<file path="src/rtl/key_event_gen.sv">
// key_event_gen: turns held PS/2 key levels into discrete game events.
// Detects presses, up-release and left/right auto-repeat, buffers each event
// class in a pending flag, and pushes the lowest pending code into a small
// FIFO drained through a valid/ready handshake.
//
// Ports:
//   clk, rst          clock, asynchronous active-high reset
//   up/left/right/enter  held key levels, synchronous to clk
//   evt_valid         FIFO head holds an event
//   evt_code[2:0]     event code at the FIFO head
//   evt_ready         consumer accepts the head this cycle
//   held[3:0]         registered key levels {enter,right,left,up}
//   overflow          sticky: a pending event was merged (lost)
//   ovf_clr           synchronous clear of overflow
module key_event_gen #(
    parameter int unsigned DELAY_CYC  = 25000000,
    parameter int unsigned RATE_CYC   = 5000000,
    parameter int unsigned FIFO_DEPTH = 4
) (
    input  logic       clk,
    input  logic       rst,
    input  logic       up,
    input  logic       left,
    input  logic       right,
    input  logic       enter,
    output logic       evt_valid,
    output logic [2:0] evt_code,
    input  logic       evt_ready,
    output logic [3:0] held,
    output logic       overflow,
    input  logic       ovf_clr
);

    localparam int unsigned MAX_CYC = (DELAY_CYC > RATE_CYC) ? DELAY_CYC : RATE_CYC;
    localparam int unsigned CW      = (MAX_CYC > 1) ? $clog2(MAX_CYC) : 1;
    localparam int unsigned AW      = (FIFO_DEPTH > 1) ? $clog2(FIFO_DEPTH) : 1;
    localparam int unsigned CNTW    = AW + 1;
    localparam int unsigned NCODE   = 7;

    localparam logic [CW-1:0]   DELAY_LAST = CW'(DELAY_CYC - 1);
    localparam logic [CW-1:0]   RATE_LAST  = CW'(RATE_CYC - 1);
    localparam logic [CNTW-1:0] FULL_CNT   = CNTW'(FIFO_DEPTH);

    typedef enum logic [1:0] {
        RPT_IDLE   = 2'd0,
        RPT_DELAY  = 2'd1,
        RPT_REPEAT = 2'd2
    } rpt_state_t;

    // index 0 = left, 1 = right
    rpt_state_t      rpt_state_q [2];
    rpt_state_t      rpt_state_d [2];
    logic [CW-1:0]   cnt_q [2];
    logic [CW-1:0]   cnt_d [2];
    logic [1:0]      rpt_tick;
    logic [1:0]      dir_key;
    logic [1:0]      dir_press;

    logic [NCODE-1:0] pend_q;
    logic [NCODE-1:0] pend_d;
    logic [NCODE-1:0] evt_set;
    logic [NCODE-1:0] grant;
    logic             merge;
    logic             overflow_d;

    logic [2:0]       mem [FIFO_DEPTH];
    logic [AW-1:0]    wr_ptr;
    logic [AW-1:0]    rd_ptr;
    logic [AW-1:0]    rd_d;
    logic [CNTW-1:0]  count;
    logic [CNTW-1:0]  count_d;
    logic [CNTW-1:0]  after_pop;
    logic             pop;
    logic             push;
    logic             can_push;
    logic [2:0]       push_code;
    logic [2:0]       head_d;

    assign dir_key   = {right, left};
    assign dir_press = {right & ~held[2], left & ~held[1]};

    // Repeat FSMs: next state, counters and repeat ticks
    always_comb begin
        for (int i = 0; i < 2; i++) begin
            rpt_state_d[i] = rpt_state_q[i];
            cnt_d[i]       = cnt_q[i];
            rpt_tick[i]    = 1'b0;
            if (!dir_key[i]) begin
                // release wins over a same-cycle tick
                rpt_state_d[i] = RPT_IDLE;
                cnt_d[i]       = '0;
            end else begin
                case (rpt_state_q[i])
                    RPT_IDLE: begin
                        if (dir_press[i]) begin
                            rpt_state_d[i] = RPT_DELAY;
                            cnt_d[i]       = '0;
                        end
                    end
                    RPT_DELAY: begin
                        if (cnt_q[i] == DELAY_LAST) begin
                            rpt_tick[i]    = 1'b1;
                            cnt_d[i]       = '0;
                            rpt_state_d[i] = RPT_REPEAT;
                        end else begin
                            cnt_d[i] = cnt_q[i] + CW'(1);
                        end
                    end
                    RPT_REPEAT: begin
                        if (cnt_q[i] == RATE_LAST) begin
                            rpt_tick[i] = 1'b1;
                            cnt_d[i]    = '0;
                        end else begin
                            cnt_d[i] = cnt_q[i] + CW'(1);
                        end
                    end
                    default: begin
                        rpt_state_d[i] = RPT_IDLE;
                        cnt_d[i]       = '0;
                    end
                endcase
            end
        end
    end

    // Event detection, indexed by event code
    always_comb begin
        evt_set    = '0;
        evt_set[0] = up & ~held[0];
        evt_set[1] = left & ~held[1];
        evt_set[2] = right & ~held[2];
        evt_set[3] = enter & ~held[3];
        evt_set[4] = rpt_tick[0];
        evt_set[5] = rpt_tick[1];
        evt_set[6] = ~up & held[0];
    end

    assign pop      = evt_valid & evt_ready;
    assign can_push = (count != FULL_CNT) | pop;

    // Priority arbiter: lowest pending code wins the single push slot
    always_comb begin
        grant     = '0;
        push      = 1'b0;
        push_code = '0;
        if (can_push) begin
            for (int i = 0; i < int'(NCODE); i++) begin
                if (pend_q[i] && !push) begin
                    push      = 1'b1;
                    grant[i]  = 1'b1;
                    push_code = 3'(i);
                end
            end
        end
    end

    // Pending flags; a new event hitting a still-held flag is a lost merge
    always_comb begin
        merge      = |(evt_set & pend_q & ~grant);
        pend_d     = (pend_q & ~grant) | evt_set;
        overflow_d = overflow;
        if (merge) begin
            overflow_d = 1'b1;
        end else if (ovf_clr) begin
            overflow_d = 1'b0;
        end
    end

    // FIFO bookkeeping and next registered head
    always_comb begin
        rd_d      = pop ? rd_ptr + AW'(1) : rd_ptr;
        after_pop = pop ? count - CNTW'(1) : count;
        count_d   = after_pop + (push ? CNTW'(1) : CNTW'(0));
        head_d    = evt_code;
        if (after_pop == '0) begin
            if (push) begin
                head_d = push_code;
            end
        end else begin
            head_d = mem[rd_d];
        end
    end

    // State registers
    always_ff @(posedge clk or posedge rst) begin
        if (rst) begin
            held      <= '0;
            pend_q    <= '0;
            overflow  <= 1'b0;
            wr_ptr    <= '0;
            rd_ptr    <= '0;
            count     <= '0;
            evt_valid <= 1'b0;
            evt_code  <= '0;
            for (int i = 0; i < 2; i++) begin
                rpt_state_q[i] <= RPT_IDLE;
                cnt_q[i]       <= '0;
            end
            for (int i = 0; i < int'(FIFO_DEPTH); i++) begin
                mem[i] <= '0;
            end
        end else begin
            held      <= {enter, right, left, up};
            pend_q    <= pend_d;
            overflow  <= overflow_d;
            rd_ptr    <= rd_d;
            count     <= count_d;
            evt_valid <= (count_d != '0);
            evt_code  <= head_d;
            for (int i = 0; i < 2; i++) begin
                rpt_state_q[i] <= rpt_state_d[i];
                cnt_q[i]       <= cnt_d[i];
            end
            if (push) begin
                mem[wr_ptr] <= push_code;
                wr_ptr      <= wr_ptr + AW'(1);
            end
        end
    end

endmodule

</file>
<file path="config.mk">
export PLATFORM = sky130hd
export DESIGN_NAME = key_event_gen
export DESIGN_NICKNAME = d
export VERILOG_FILES = /design/src/rtl/key_event_gen.sv
export SDC_FILE = /design/constraint.sdc
export NUM_CORES = 1
export LEC_CHECK = 0
export BUFFER_PORTS_ARGS = -buffer_cell sky130_fd_sc_hd__buf_2
export CORE_ASPECT_RATIO = 1.1
export CORE_MARGIN = 4
export CORE_UTILIZATION = 30
export DETAILED_ROUTE_END_ITERATION = 10
export GPL_ROUTABILITY_DRIVEN = 0
export MAX_ROUTING_LAYER = met4
export PLACE_DENSITY_LB_ADDON = 0.1
export SLEW_MARGIN = 5
export SYNTH_ARGS = -nofsm -noshare
export SYNTH_HDL_FRONTEND = slang
export SYNTH_SLANG_ARGS = --single-unit
</file>
<file path="constraint.sdc">
create_clock -name clk -period 3.5 [get_ports clk]
set_input_delay 0.7 -clock clk [delete_from_list [all_inputs] [get_ports clk]]
set_output_delay 0.7 -clock clk [all_outputs]
set_load 0.02 [all_outputs]
</file>
Word level (Yosys, flattened, before mapping)
Index checks and enable logic that the tools add are counted.

Register bits after elaboration: 89. Output and inout port bits: 9.

$add $sub $neg: 6. $lt $le $gt $ge: 3. Eq/ne operators: 16. Mux-type cells: 67. Bitwise gates (word level): 19. Reductions and logical operators: 21.

Operators by type and width (number): 25-bit two-way mux (8); 25-bit case mux with 3 select lines (2); 25-bit by 1-bit adder with 25-bit output, second input constant (2); 25-bit by 23-bit equality test with 1-bit output, second input constant (2); 25-bit equality test, second input constant (2); 3-bit two-way mux (12); 1-bit two-way mux (30); 7-bit bitwise AND (3); 3-bit inequality test, second input constant (5); 2-bit two-way mux (7); 12-bit bitwise mux (1); 2-bit case mux with 3 select lines (2); 1-bit logical AND (7); 7-bit two-way mux (1); 7-bit inverter (1); 7-bit bitwise OR (1); 7-bit OR reduction (1); 1-bit bitwise AND (6); 3-bit binary-select mux with 2-bit select (1); 3-bit demux with 2-bit select (1); 3-bit >= comparator, second input constant (2); 1-bit zero test (6); 2-bit inequality test, second input constant (3); 2-bit inverter with 3-bit output (2); 14 further kinds (24).

Depth between registers and ports, before layout
Depth in word-level cells: 31. Depth in mapped cells: 11. Depth with buffers taken out: 10.

Worst setup path before layout
No wires, ideal clock.

Path type: input-to-reg. Start: input port evt_ready. End: register evt_valid. Setup time: 0.131 ns. Arrival: 2.370 ns. Setup slack: 0.998 ns. Cell stages on the path: 10. Cell sequence: and2_1 > buf_2 > nor2_1 > a21oi_1 > clkbuf_1 > ha_1 > ha_1 > xor2_1 > xnor2_1 > or3_1.

Word-level cells in the longest chain between the ends: 6. Elaborated cells between the ends (all ways): 7. Classes of those cells: add/sub (1); mux (3); bitwise (2); reduce/logical (1).

RTL lines: start, declared (line 28) `input logic evt_ready,`; 1-bit bitwise AND (line 138) `assign pop = evt_valid & evt_ready;`; 1-bit bitwise OR (line 139) `assign can_push = (count != FULL_CNT) | pop;`; 1-bit two-way mux (line 146) `if (can_push) begin`; named net push (line 74) `logic push;`; 1-bit two-way mux (line 173) `count_d = after_pop + (push ? CNTW'(1) : CNTW'(0));`; 3-bit by 1-bit adder with 3-bit output (line 173); named net count_d[2] (line 71) `logic [CNTW-1:0] count_d;`; 3-bit nonzero test (line 208) `evt_valid <= (count_d != '0);`; end signal, assigned (line 208); end, declared (line 26) `output logic evt_valid,`.

The timed path passes the listed nets, and every way through them passes these cells. A chain may end at the register's enable or synchronous reset.

Worst setup path in the final report
Start: register rpt_state_q[2] (netlist bit). End: register cnt_q[49] (netlist bit).

Word-level cells in the longest chain between the ends: 3. Elaborated cells between the ends (all ways): 6. Classes of those cells: eq/ne (3); mux (2); reduce/logical (1).

RTL lines: start, declared (line 51) `rpt_state_t rpt_state_q [2];`; start signal, assigned by index (line 211) `rpt_state_q[i] <= rpt_state_d[i];`; 2-bit equality test, or another cell as far along (line 93) `case (rpt_state_q[i])`; 25-bit case mux with 3 select lines (line 93); 25-bit two-way mux (line 88) `if (!dir_key[i]) begin`; end signal, assigned by index (line 212) `cnt_q[i] <= cnt_d[i];`; end, declared (line 53) `logic [CW-1:0] cnt_q [2];`.

Several ways; a longest one is shown, not always the timed one.

==> summary.txt <==
Run status
  – Outcome: completed

Timing
  – Post-layout worst setup margin: 0.932 ns
  – Fin Setup TNS: 0 ns
  – Final critical path time including I/O delays and setup: 2.57 ns
  – Number of hold violations in the final report: 0
  – Number of slew-limit violations in the final report: 0
  – Max transition margin: 50.3%
  – Worst-case hold slack: 0.426 ns
  – Unrepaired setup endpoints after global routing: false
  – Maximum clock frequency: 389 MHz
  – Setup-failing EPs final: 0
  – Final period utilization: 73.4%
  – Worst-case clock skew: 0.00824 ns
  – Transition at the pin with the smallest max-transition slack: 0.738 ns

Place
  – Port Buffers: 16
  – Sum of net half-perimeters after detailed placement: 7.27 mm
  – Place WS: 0.810 ns

Cells and area
  – Number of antenna repair diodes: 0
  – Fraction of final layout cells sized beyond drive strength 1: 14.3%
  – NumNets Final: 526
  – Growth of design area from synthesis to finish: 12.3%

Logic synthesis
  – Most instantiated cells after synthesis: 89 x sky130_fd_sc_hd__dfrtp_1, 42 x sky130_fd_sc_hd__nand2_1, 37 x sky130_fd_sc_hd__nor2_1
  – Sequential-to-total area share from yosys stat: 45.4%
  – Leading cell type by number of instances after synthesis: sky130_fd_sc_hd__dfrtp_1
  – Count of synthesis-stage warnings from yosys: 0
  – Most area-hungry cell type in the Yosys netlist: sky130_fd_sc_hd__dfrtp_1
  – Post-synthesis area per instance: 10.1 sq um
  – Area fraction of the dominant cell type after synthesis: 45.4%
  – Post-synth design cell area: 4910 sq um
  – Main area contributors after synthesis: sky130_fd_sc_hd__dfrtp_1 45%, sky130_fd_sc_hd__xnor2_1 6.1%, sky130_fd_sc_hd__ha_1 4.6%, sky130_fd_sc_hd__mux2_2 3.7%, sky130_fd_sc_hd__nand2_1 3.2%
  – Synth Net Count: 510
  – Gate count of the mapped netlist: 484
  – Synthesized flop and latch total: 89
  – Proportion of register bits with asynchronous set or reset after synthesis: 100%
  – Number of unique standard cell types used by synthesis: 68
  – Count of flip-flops with a built-in enable after synthesis: 0
  – Most instantiated flip-flop cell in the synthesis netlist: sky130_fd_sc_hd__dfrtp_1

Worst setup path
  – Type of destination of the critical path: register
  – Nature of the critical path startpoint: register
  – Data required time at the worst endpoint: 3.76 ns
  – Largest fanout of any net on the critical path: 27
  – Critical setup path kind: register to register
  – Data arrival, critical path: 2.83 ns
  – Worst R2R Path Depth: 7

Floorplanning
  – Placement Rows: 48
  – Horizontal extent of the die: 130 um
  – Die area: 18,500 sq um
  – IO Pins: 17
  – Effective utilization at floorplan: 31.0%
  – Die extent in y: 142 um
  – Standard cell core area: 15,900 sq um

Power and ir drop
  – Max rail drop VDD: 0.223 mV
  – Lkg Pwr: 2.21 nW
  – Pwr/cell area: 558 nW/um^2
  – Total chip power: 3.07 mW

Clock tree
  – Clock buffer depth: 2
  – Clock root buffer: sky130_fd_sc_hd__clkbuf_16
  – Insertion delay of the later-clocked pin in the worst-skew pair: 0.35 ns
  – Post-CTS Setup Repair Bufs: 0
  – Post-CTS Resized: 0
  – Maximum level of the CTS H-tree: 3
  – Post-cts hold buffer count: 0
  – Clock slew at the register clock pins of the worst setup and hold paths: 0.07 ns
  – Num Clock Sinks: 89
  – Total CTS buffers: 9
  – Clock tree from TritonCTS: done

Global routing
  – Vias in the first global route: 3,664
  – Grt peak-use layer: met2
  – Overall fraction of global-route tracks in use: 12.9%
  – Routing usage on met3: 1.99%
  – Met1 capacity usage during global routing: 17.0%
  – Global-route wire length before repair: 18.5 mm
  – Maximum number of pins on one net before global-route repair: 55
  – GR Layer Usage met2: 19.5%
  – Antenna violations before repair: 0
  – Global-route congestion overflow total: 0

Job
  – Max Cap Viol: 0

Drt
  – Avg WL per Cell: 14.7 um
  – Post-detailed-route via-to-cell ratio: 5.06
  – DRC viols: 0
  – Total number of vias: 3,562
  – First-pass iteration count of the detailed router: 4
  – Number of nets with antenna violations after routing: 0
  – Total routed wirelength: 10.4 mm
  – Initial DRC count: 192

Hold path
  – Hold WC Path Type: input pin to async pin
-- final cells by class --
type / count / area (sq um)
fill: 1631 / 10300
sequential: 89 / 2230
tap: 200 / 250
clock inverter: 6 / 68.8
multi-input combinational: 354 / 2520
clock buffer: 9 / 225
timing repair buffer: 21 / 130
inverter: 25 / 95.1
-- final timing paths --
check	end	startpoint	slack, ns
min in group clk	pend_q[3]$_DFF_PP0_	held[3]$_DFF_PP0_	0.49
worst min-delay path	cnt_q[10]$_DFFE_PP0P_	rst	0.43
worst max-delay path	cnt_q[49]$_DFFE_PP0P_	rpt_state_q[2]$_DFFE_PP0P_	0.93
worst max register to register	cnt_q[49]$_DFFE_PP0P_	rpt_state_q[2]$_DFFE_PP0P_	0.93
worst min register to register	pend_q[3]$_DFF_PP0_	held[3]$_DFF_PP0_	0.49
max in group asynchronous	mem[0]$_DFFE_PP0P_	rst	2.36
-- cells in the final DEF, fill, tap and decap left out, types with 4 or more instances in the layout --
cell and n:
sky130_fd_sc_hd__o21ai_0 19, sky130_fd_sc_hd__buf_4 4, sky130_fd_sc_hd__or3_1 6, sky130_fd_sc_hd__xor2_1 12, sky130_fd_sc_hd__dfrtp_1 89, sky130_fd_sc_hd__inv_1 24, sky130_fd_sc_hd__a22oi_1 4, sky130_fd_sc_hd__and3_1 10
sky130_fd_sc_hd__a21oi_1 21, sky130_fd_sc_hd__buf_2 16, sky130_fd_sc_hd__nor3_1 10, sky130_fd_sc_hd__mux2_2 16, sky130_fd_sc_hd__nand4_1 10, sky130_fd_sc_hd__nand2b_1 4, sky130_fd_sc_hd__nand2_1 42, sky130_fd_sc_hd__nor4_1 8
sky130_fd_sc_hd__nor2_1 37, sky130_fd_sc_hd__nand3_1 18, sky130_fd_sc_hd__xnor2_1 34, sky130_fd_sc_hd__nor2b_1 5, sky130_fd_sc_hd__ha_1 18, sky130_fd_sc_hd__clkbuf_16 9
-- state kept, by name, summed over array words and instances, names as in the netlist --
name	count
evt_valid	1
rpt_state_q	4
pend_q	7
mem	12
evt_code	3
overflow	1
wr_ptr	2
cnt_q	50
rd_ptr	2
held	4
count	3
-- critical path, cell delays in order, from the launching register on --
cell and delay, ns:
sky130_fd_sc_hd__dfrtp_1 0.37, sky130_fd_sc_hd__inv_1 0.08, sky130_fd_sc_hd__ha_1 0.26, sky130_fd_sc_hd__nand3_4 0.32, sky130_fd_sc_hd__nand3_1 0.31, sky130_fd_sc_hd__or4_4 0.64, sky130_fd_sc_hd__or3_1 0.35, sky130_fd_sc_hd__a22oi_1 0.15
-- kinds of logic after synthesis --
family	synth area share (%)
and+or+nand+nor	22.8
DFF	45.4
AOI/OAI and AO/OA	10.3
xor gates and xnor gates	8.20
buffers and inverters	3.52
muxes	5.25
adders and majority gates	4.59
-- where the power goes --
group | leakage [nW] | switching [mW] | internal (mW)
Clock | 0.142 | 0.426 | 0.553
Sequential | 1.18 | 0.102 | 1.18
Combinational | 0.884 | 0.428 | 0.380
-- metal layers --
layer	vias up	part of all wire, %
met5	-	0
met4	0	2.4
met3	16	2.0
met2	31	47
met1	1751	48
li1	1764	-
-- per-stage QoR --
| stage | cells | util [%] | cell area [sq um] |
|---|---|---|---|
| final | 704 | 34.8 | 5510 |
| after global routing | 704 | 34.8 | 5510 |
| after CTS | 704 | 34.8 | 5510 |
| after detailed placement | 689 | 32.9 | 5220 |
| after global placement | 689 | 32.9 | 5220 |
| after floorplan | 484 | - | 4910 |
No activity file was read; power rests on OpenSTA's default activity.
